File: src/rtl/aes_word_stream.sv
// aes_word_stream
//   Word-serial wrapper around a single-cycle combinational AES-128 core.
//   Collects four 32-bit words into either the key or the plaintext
//   register, lets the unclocked core settle for SETTLE_CYCLES cycles,
//   captures the ciphertext and returns it as four 32-bit words.
//
// Ports
//   clk, rst_n          clock (rising edge), async active-low reset
//   in_valid/in_ready   input word handshake; in_data MS word first,
//                       in_is_key selects the group type on the 1st word
//   core_plain_text     plaintext register to the core
//   core_cipher_key     key register to the core
//   core_cipher_text    ciphertext from the core
//   out_valid/out_ready output word handshake; out_data MS word first,
//                       out_last flags the 4th word
//   busy                high while settling or emitting
//   blk_cnt             completed-block count, wraps
//
// state  | meaning
// -------+-----------------------------------------------------------
// LOAD   | accepting key / plaintext words
// SETTLE | plaintext complete, waiting for the core to settle
// EMIT   | presenting captured ciphertext words to the output

module aes_word_stream #(
  parameter int unsigned SETTLE_CYCLES = 2,
  parameter int unsigned CNT_W         = 16
) (
  input  logic             clk,
  input  logic             rst_n,
  input  logic             in_valid,
  output logic             in_ready,
  input  logic [31:0]      in_data,
  input  logic             in_is_key,
  output logic [127:0]     core_plain_text,
  output logic [127:0]     core_cipher_key,
  input  logic [127:0]     core_cipher_text,
  output logic             out_valid,
  input  logic             out_ready,
  output logic [31:0]      out_data,
  output logic             out_last,
  output logic             busy,
  output logic [CNT_W-1:0] blk_cnt
);

  typedef enum logic [1:0] {
    LOAD   = 2'd0,
    SETTLE = 2'd1,
    EMIT   = 2'd2
  } state_e;

  localparam logic [3:0] SETTLE_LAST = 4'(SETTLE_CYCLES - 1);

  state_e           state_q;
  logic [127:0]     key_q;
  logic [127:0]     pt_q;
  logic [127:0]     ct_q;
  logic [1:0]       widx_q;
  logic [1:0]       oidx_q;
  logic             grp_key_q;
  logic [3:0]       settle_q;
  logic             in_ready_q;
  logic             out_valid_q;
  logic             out_last_q;
  logic             busy_q;
  logic [CNT_W-1:0] blk_q;

  // Group type comes from in_is_key only on the first word of a group.
  logic word_is_key;
  assign word_is_key = (widx_q == 2'd0) ? in_is_key : grp_key_q;

  always_ff @(posedge clk or negedge rst_n) begin
    if (!rst_n) begin
      state_q     <= LOAD;
      key_q       <= '0;
      pt_q        <= '0;
      ct_q        <= '0;
      widx_q      <= '0;
      oidx_q      <= '0;
      grp_key_q   <= 1'b0;
      settle_q    <= '0;
      in_ready_q  <= 1'b1;
      out_valid_q <= 1'b0;
      out_last_q  <= 1'b0;
      busy_q      <= 1'b0;
      blk_q       <= '0;
    end else begin
      case (state_q)
        LOAD: begin
          if (in_valid) begin
            if (word_is_key) key_q[127 - 32*int'(widx_q) -: 32] <= in_data;
            else             pt_q[127 - 32*int'(widx_q) -: 32]  <= in_data;
            if (widx_q == 2'd0) grp_key_q <= in_is_key;
            widx_q <= widx_q + 2'd1;
            if (widx_q == 2'd3 && !word_is_key) begin
              state_q    <= SETTLE;
              settle_q   <= '0;
              in_ready_q <= 1'b0;
              busy_q     <= 1'b1;
            end
          end
        end
        SETTLE: begin
          settle_q <= settle_q + 4'd1;
          if (settle_q == SETTLE_LAST) begin
            ct_q        <= core_cipher_text;
            out_valid_q <= 1'b1;
            out_last_q  <= 1'b0;
            oidx_q      <= '0;
            state_q     <= EMIT;
          end
        end
        EMIT: begin
          if (out_ready) begin
            // ct_q is a shift register: the presented word is always its top word.
            ct_q <= {ct_q[95:0], 32'h0};
            if (oidx_q == 2'd3) begin
              out_valid_q <= 1'b0;
              out_last_q  <= 1'b0;
              oidx_q      <= '0;
              blk_q       <= blk_q + CNT_W'(1);
              in_ready_q  <= 1'b1;
              busy_q      <= 1'b0;
              state_q     <= LOAD;
            end else begin
              oidx_q     <= oidx_q + 2'd1;
              out_last_q <= (oidx_q == 2'd2);
            end
          end
        end
        default: state_q <= LOAD;
      endcase
    end
  end

  assign in_ready        = in_ready_q;
  assign out_valid       = out_valid_q;
  assign out_data        = ct_q[127:96];
  assign out_last        = out_last_q;
  assign busy            = busy_q;
  assign blk_cnt         = blk_q;
  assign core_plain_text = pt_q;
  assign core_cipher_key = key_q;

endmodule

File: config.mk
export PLATFORM = sky130hd
export DESIGN_NAME = aes_word_stream
export DESIGN_NICKNAME = d
export VERILOG_FILES = /design/src/rtl/aes_word_stream.sv
export SDC_FILE = /design/constraint.sdc
export NUM_CORES = 1
export LEC_CHECK = 0
export BUFFER_PORTS_ARGS = -buffer_cell sky130_fd_sc_hd__buf_2
export CORE_ASPECT_RATIO = 1.5
export CORE_MARGIN = 8
export CORE_UTILIZATION = 50
export DETAILED_ROUTE_END_ITERATION = 8
export PLACE_DENSITY_LB_ADDON = 0.25
export SLEW_MARGIN = 40
export SYNTH_ARGS = -nofsm -noshare
export SYNTH_HDL_FRONTEND = slang
export SYNTH_SLANG_ARGS = --single-unit
File: constraint.sdc
create_clock -name clk -period 2.79 [get_ports clk]
set_clock_uncertainty 0.05 [all_clocks]
set_input_delay 0.558 -clock clk [delete_from_list [all_inputs] [get_ports clk]]
set_output_delay 0.558 -clock clk [all_outputs]
set_load 0.005 [all_outputs]
==> impl_metrics.json <==
{
  "hold_class": "primary input to flip-flop",
  "die_area_um2": 41450,
  "clockBufferDepth": 3,
  "hold_viol": 0,
  "crit_path_end_kind": "flip-flop",
  "yosys_warnings": 0,
  "synth.distinct_cells": 44,
  "drv_slew": 0,
  "syn_nets": 1597,
  "initial_utilization_pct": 50.42,
  "worst_pin_slew_ns": 0.7504,
  "gr-total-overflow": 0,
  "r2r-end": "core_cipher_key[63]",
  "syn_area_um2": 17540,
  "synth_xor_xnor_area_share_pct": 0.7990,
  "drive_gt1_share_pct": 38.22,
  "synthTopCellsByArea": "dfrtp_1, mux2_2, mux2i_1",
  "cap_violations": 0,
  "fp.dieH_um": 245.4,
  "ir_drop_mv": 0.7620,
  "detail_route.vias_per_cell": 5.289,
  "slew-limit-headroom_pct": 49.97,
  "muxShareOfSynthArea_pct": 18.50,
  "final_net_count": 2019,
  "cts-htree-levels": 2,
  "grt_max_degree": 98,
  "rsz0062_at_grt": "no",
  "synthCells": 1423,
  "switching_share_pct": 34.55,
  "arrival_ns": 2.79,
  "synth_top_area_share_pct": 59.07,
  "synthAdderAreaFrac_pct": 0.6420,
  "grtUsageTotal_pct": 24.79,
  "ys_seq_elements": 415,
  "drc_errors": 0,
  "dr.pass1.iters": 5,
  "avgSynthCellArea_um2": 12.33,
  "min_to": "ct_q[26]",
  "worst_r2r_path_depth": 7,
  "grt_pass1_wl_um": 79850,
  "synthTopCellsByCount": "dfrtp_1, nand2_1, o21ai_0",
  "synth-async-reset-ratio_pct": 100.0,
  "hpwl_um": 37820,
  "p_switching_mw": 7.780,
  "synth_ff_type": "dfrtp_1",
  "synth-compound-area-share_pct": 6.777,
  "gp_congestion": 0.8439,
  "drt_iter0_drc": 686,
  "rows": 84,
  "clkPwrFrac_pct": 23.3,
  "area_growth_pct": 22.28,
  "yosys.area_share.simple_pct": 9.545,
  "worstPathRequired_ns": 3.15,
  "ctsResizeCount": 0,
  "rrSetupSlack_ns": 0.36,
  "cts_num_sinks": 415,
  "fin_setup_tns_ns": 0,
  "p_per_area_nw_per_um2": 1050,
  "seq_area_um2": 10390,
  "dieWidth_um": 168.9,
  "clk_latency_ns": 0.55,
  "comb_power_share_pct": 34.5,
  "synth_most_common_cell": "dfrtp_1",
  "finalCritPeriodShare_pct": 86.96,
  "clk_pin_slew_ns": 0.07,
  "multi_input_area_um2": 6386,
  "grt_pass1_vias": 13370,
  "path_class": "flip-flop to flip-flop",
  "cts_root_buffer": "clkbuf_16",
  "p_leak_nw": 11.72,
  "routed_wl_um": 51730,
  "portBuffers": 472,
  "hold_path_depth": 2,
  "r2r_start": "widx_q[0]",
  "status": "finished clean",
  "coreArea_um2": 34790,
  "hold_slack_ns": 0.1954,
  "num-fill-cells": 2861,
  "synth_top_family_by_area": "multiplexers",
  "crit_path_max_fanout": 12,
  "yosysSeqAreaShare_pct": 59.22,
  "vias": 12430,
  "io_pins": 473,
  "yosys.area.top_type": "dfrtp_1",
  "synth-edff-count": 0,
  "cts_tree": "done",
  "wl_per_cell_um": 22.01,
  "p_int_mw": 14.74,
  "cts_made_buffers": 40,
  "cts_hold_buf": 1,
  "seqPwrFrac_pct": 42.3,
  "ant_nets": 0,
  "holdCritStartpoint": "core_cipher_text[26]",
  "grt_antenna_before_repair": 2,
  "start_kind": "flip-flop",
  "max_freq_mhz": 412.2,
  "finalCriticalPeriod_ns": 2.426,
  "setup_viol": 0,
  "postCtsSetupBuffers": 0
}
## stage by stage
step	setup WS, ns	instances	util (%)	power (mW)	instance area [um2]
floorplan	0.4639	1423	-	14.14	17540
global placement	0.4696	2275	57.98	17.13	20170
detailed placement	0.4010	2275	57.98	17.44	20170
CTS	0.3590	2349	61.64	22.78	21440
global route	0.2211	2350	61.65	23.93	21450
finish	0.3639	2350	61.65	22.52	21450
## layer usage
metal  up-vias  share of wire, %  GRT usage [%]
met5         -             0.025              0
met1      6155                37          27.53
met4         2               4.1          10.22
met3        97               8.3          7.841
met2       415                51          43.30
li1       5760                 -              -
## final cells by class
| cell class | instances | share of cell area, % |
|---|---|---|
| Inverter | 8 | 0.1400 |
| Clock inverter | 15 | 0.4434 |
| Clock buffer | 58 | 5.455 |
| Tap cell | 473 | 2.759 |
| Antenna cell | 1 | 0.01167 |
| Multi-Input combinational cell | 872 | 29.78 |
| Sequential cell | 415 | 48.44 |
| Timing Repair Buffer | 508 | 12.97 |
## how the worst max path moves through the flow
stage                     depth (start not counted)                   to  slack (ns)      start
final                                             7  core_cipher_key[63]        0.36  widx_q[0]
after floorplan                                   8  core_cipher_key[11]        0.46  widx_q[0]
after detailed placement                          7  core_cipher_key[63]        0.40  widx_q[0]
after global routing                              7  core_cipher_key[33]        0.22  widx_q[0]
after global placement                            7  core_cipher_key[57]        0.47  widx_q[0]
after CTS                                         7  core_cipher_key[63]        0.36  widx_q[0]
## sequential cells by signal, indices dropped and copies added, names as in the netlist
name and cells:
blk_cnt 16, busy 1, core_cipher_key 128, core_plain_text 128, ct_q 128, grp_key_q 1
in_ready 1, oidx_q 2, out_last 1, out_valid 1, settle_q 4, state_q 2
widx_q 2
## layout by cell type, fill, tap and decap left out, drive strengths merged, types with 3 or more instances in the layout
| cell | synthesis | layout |
|---|---|---|
| a22o | 34 | 34 |
| nor4 | 4 | 4 |
| nand3 | 8 | 8 |
| nor3 | 6 | 6 |
| a21o | 3 | 3 |
| ha | 9 | 9 |
| o21ai | 164 | 164 |
| and3 | 99 | 99 |
| clkinv | 0 | 10 |
| mux2i | 97 | 97 |
| nor2 | 4 | 4 |
| mux2 | 193 | 193 |
| buf | 74 | 507 |
| xor2 | 6 | 6 |
| inv | 8 | 11 |
| dfrtp | 414 | 414 |
| xnor2 | 10 | 10 |
| clkbuf | 54 | 58 |
| nand4 | 3 | 3 |
| nand2 | 211 | 211 |
## power groups by stage
stage / combinational (mW) / sequential, mW / clock (mW)
after floorplan: 4.76 / 9.39 / 0
after detailed placement: 7.85 / 9.59 / 0
after global routing: 8.57 / 9.77 / 5.58
final: 7.76 / 9.52 / 5.24
after global placement: 7.63 / 9.49 / 0
after CTS: 7.89 / 9.52 / 5.37
## worst max-delay path, stage by stage, from the launching register on
cell and delay, ns:
dfrtp_2 0.41, inv_1 0.08, ha_1 0.23, mux2i_1 0.31, and2b_2 0.29, nand2_2 0.33, buf_4 0.25, mux2_2 0.34
## cell families after synthesis
kind of cell / count (synthesis)
mux: 290
fa+ha+maj: 9
compound gates: 208
xor+xnor: 16
simple gates: 349
flops: 415
buf+inv: 136
(Power assumes the default switching activity.)
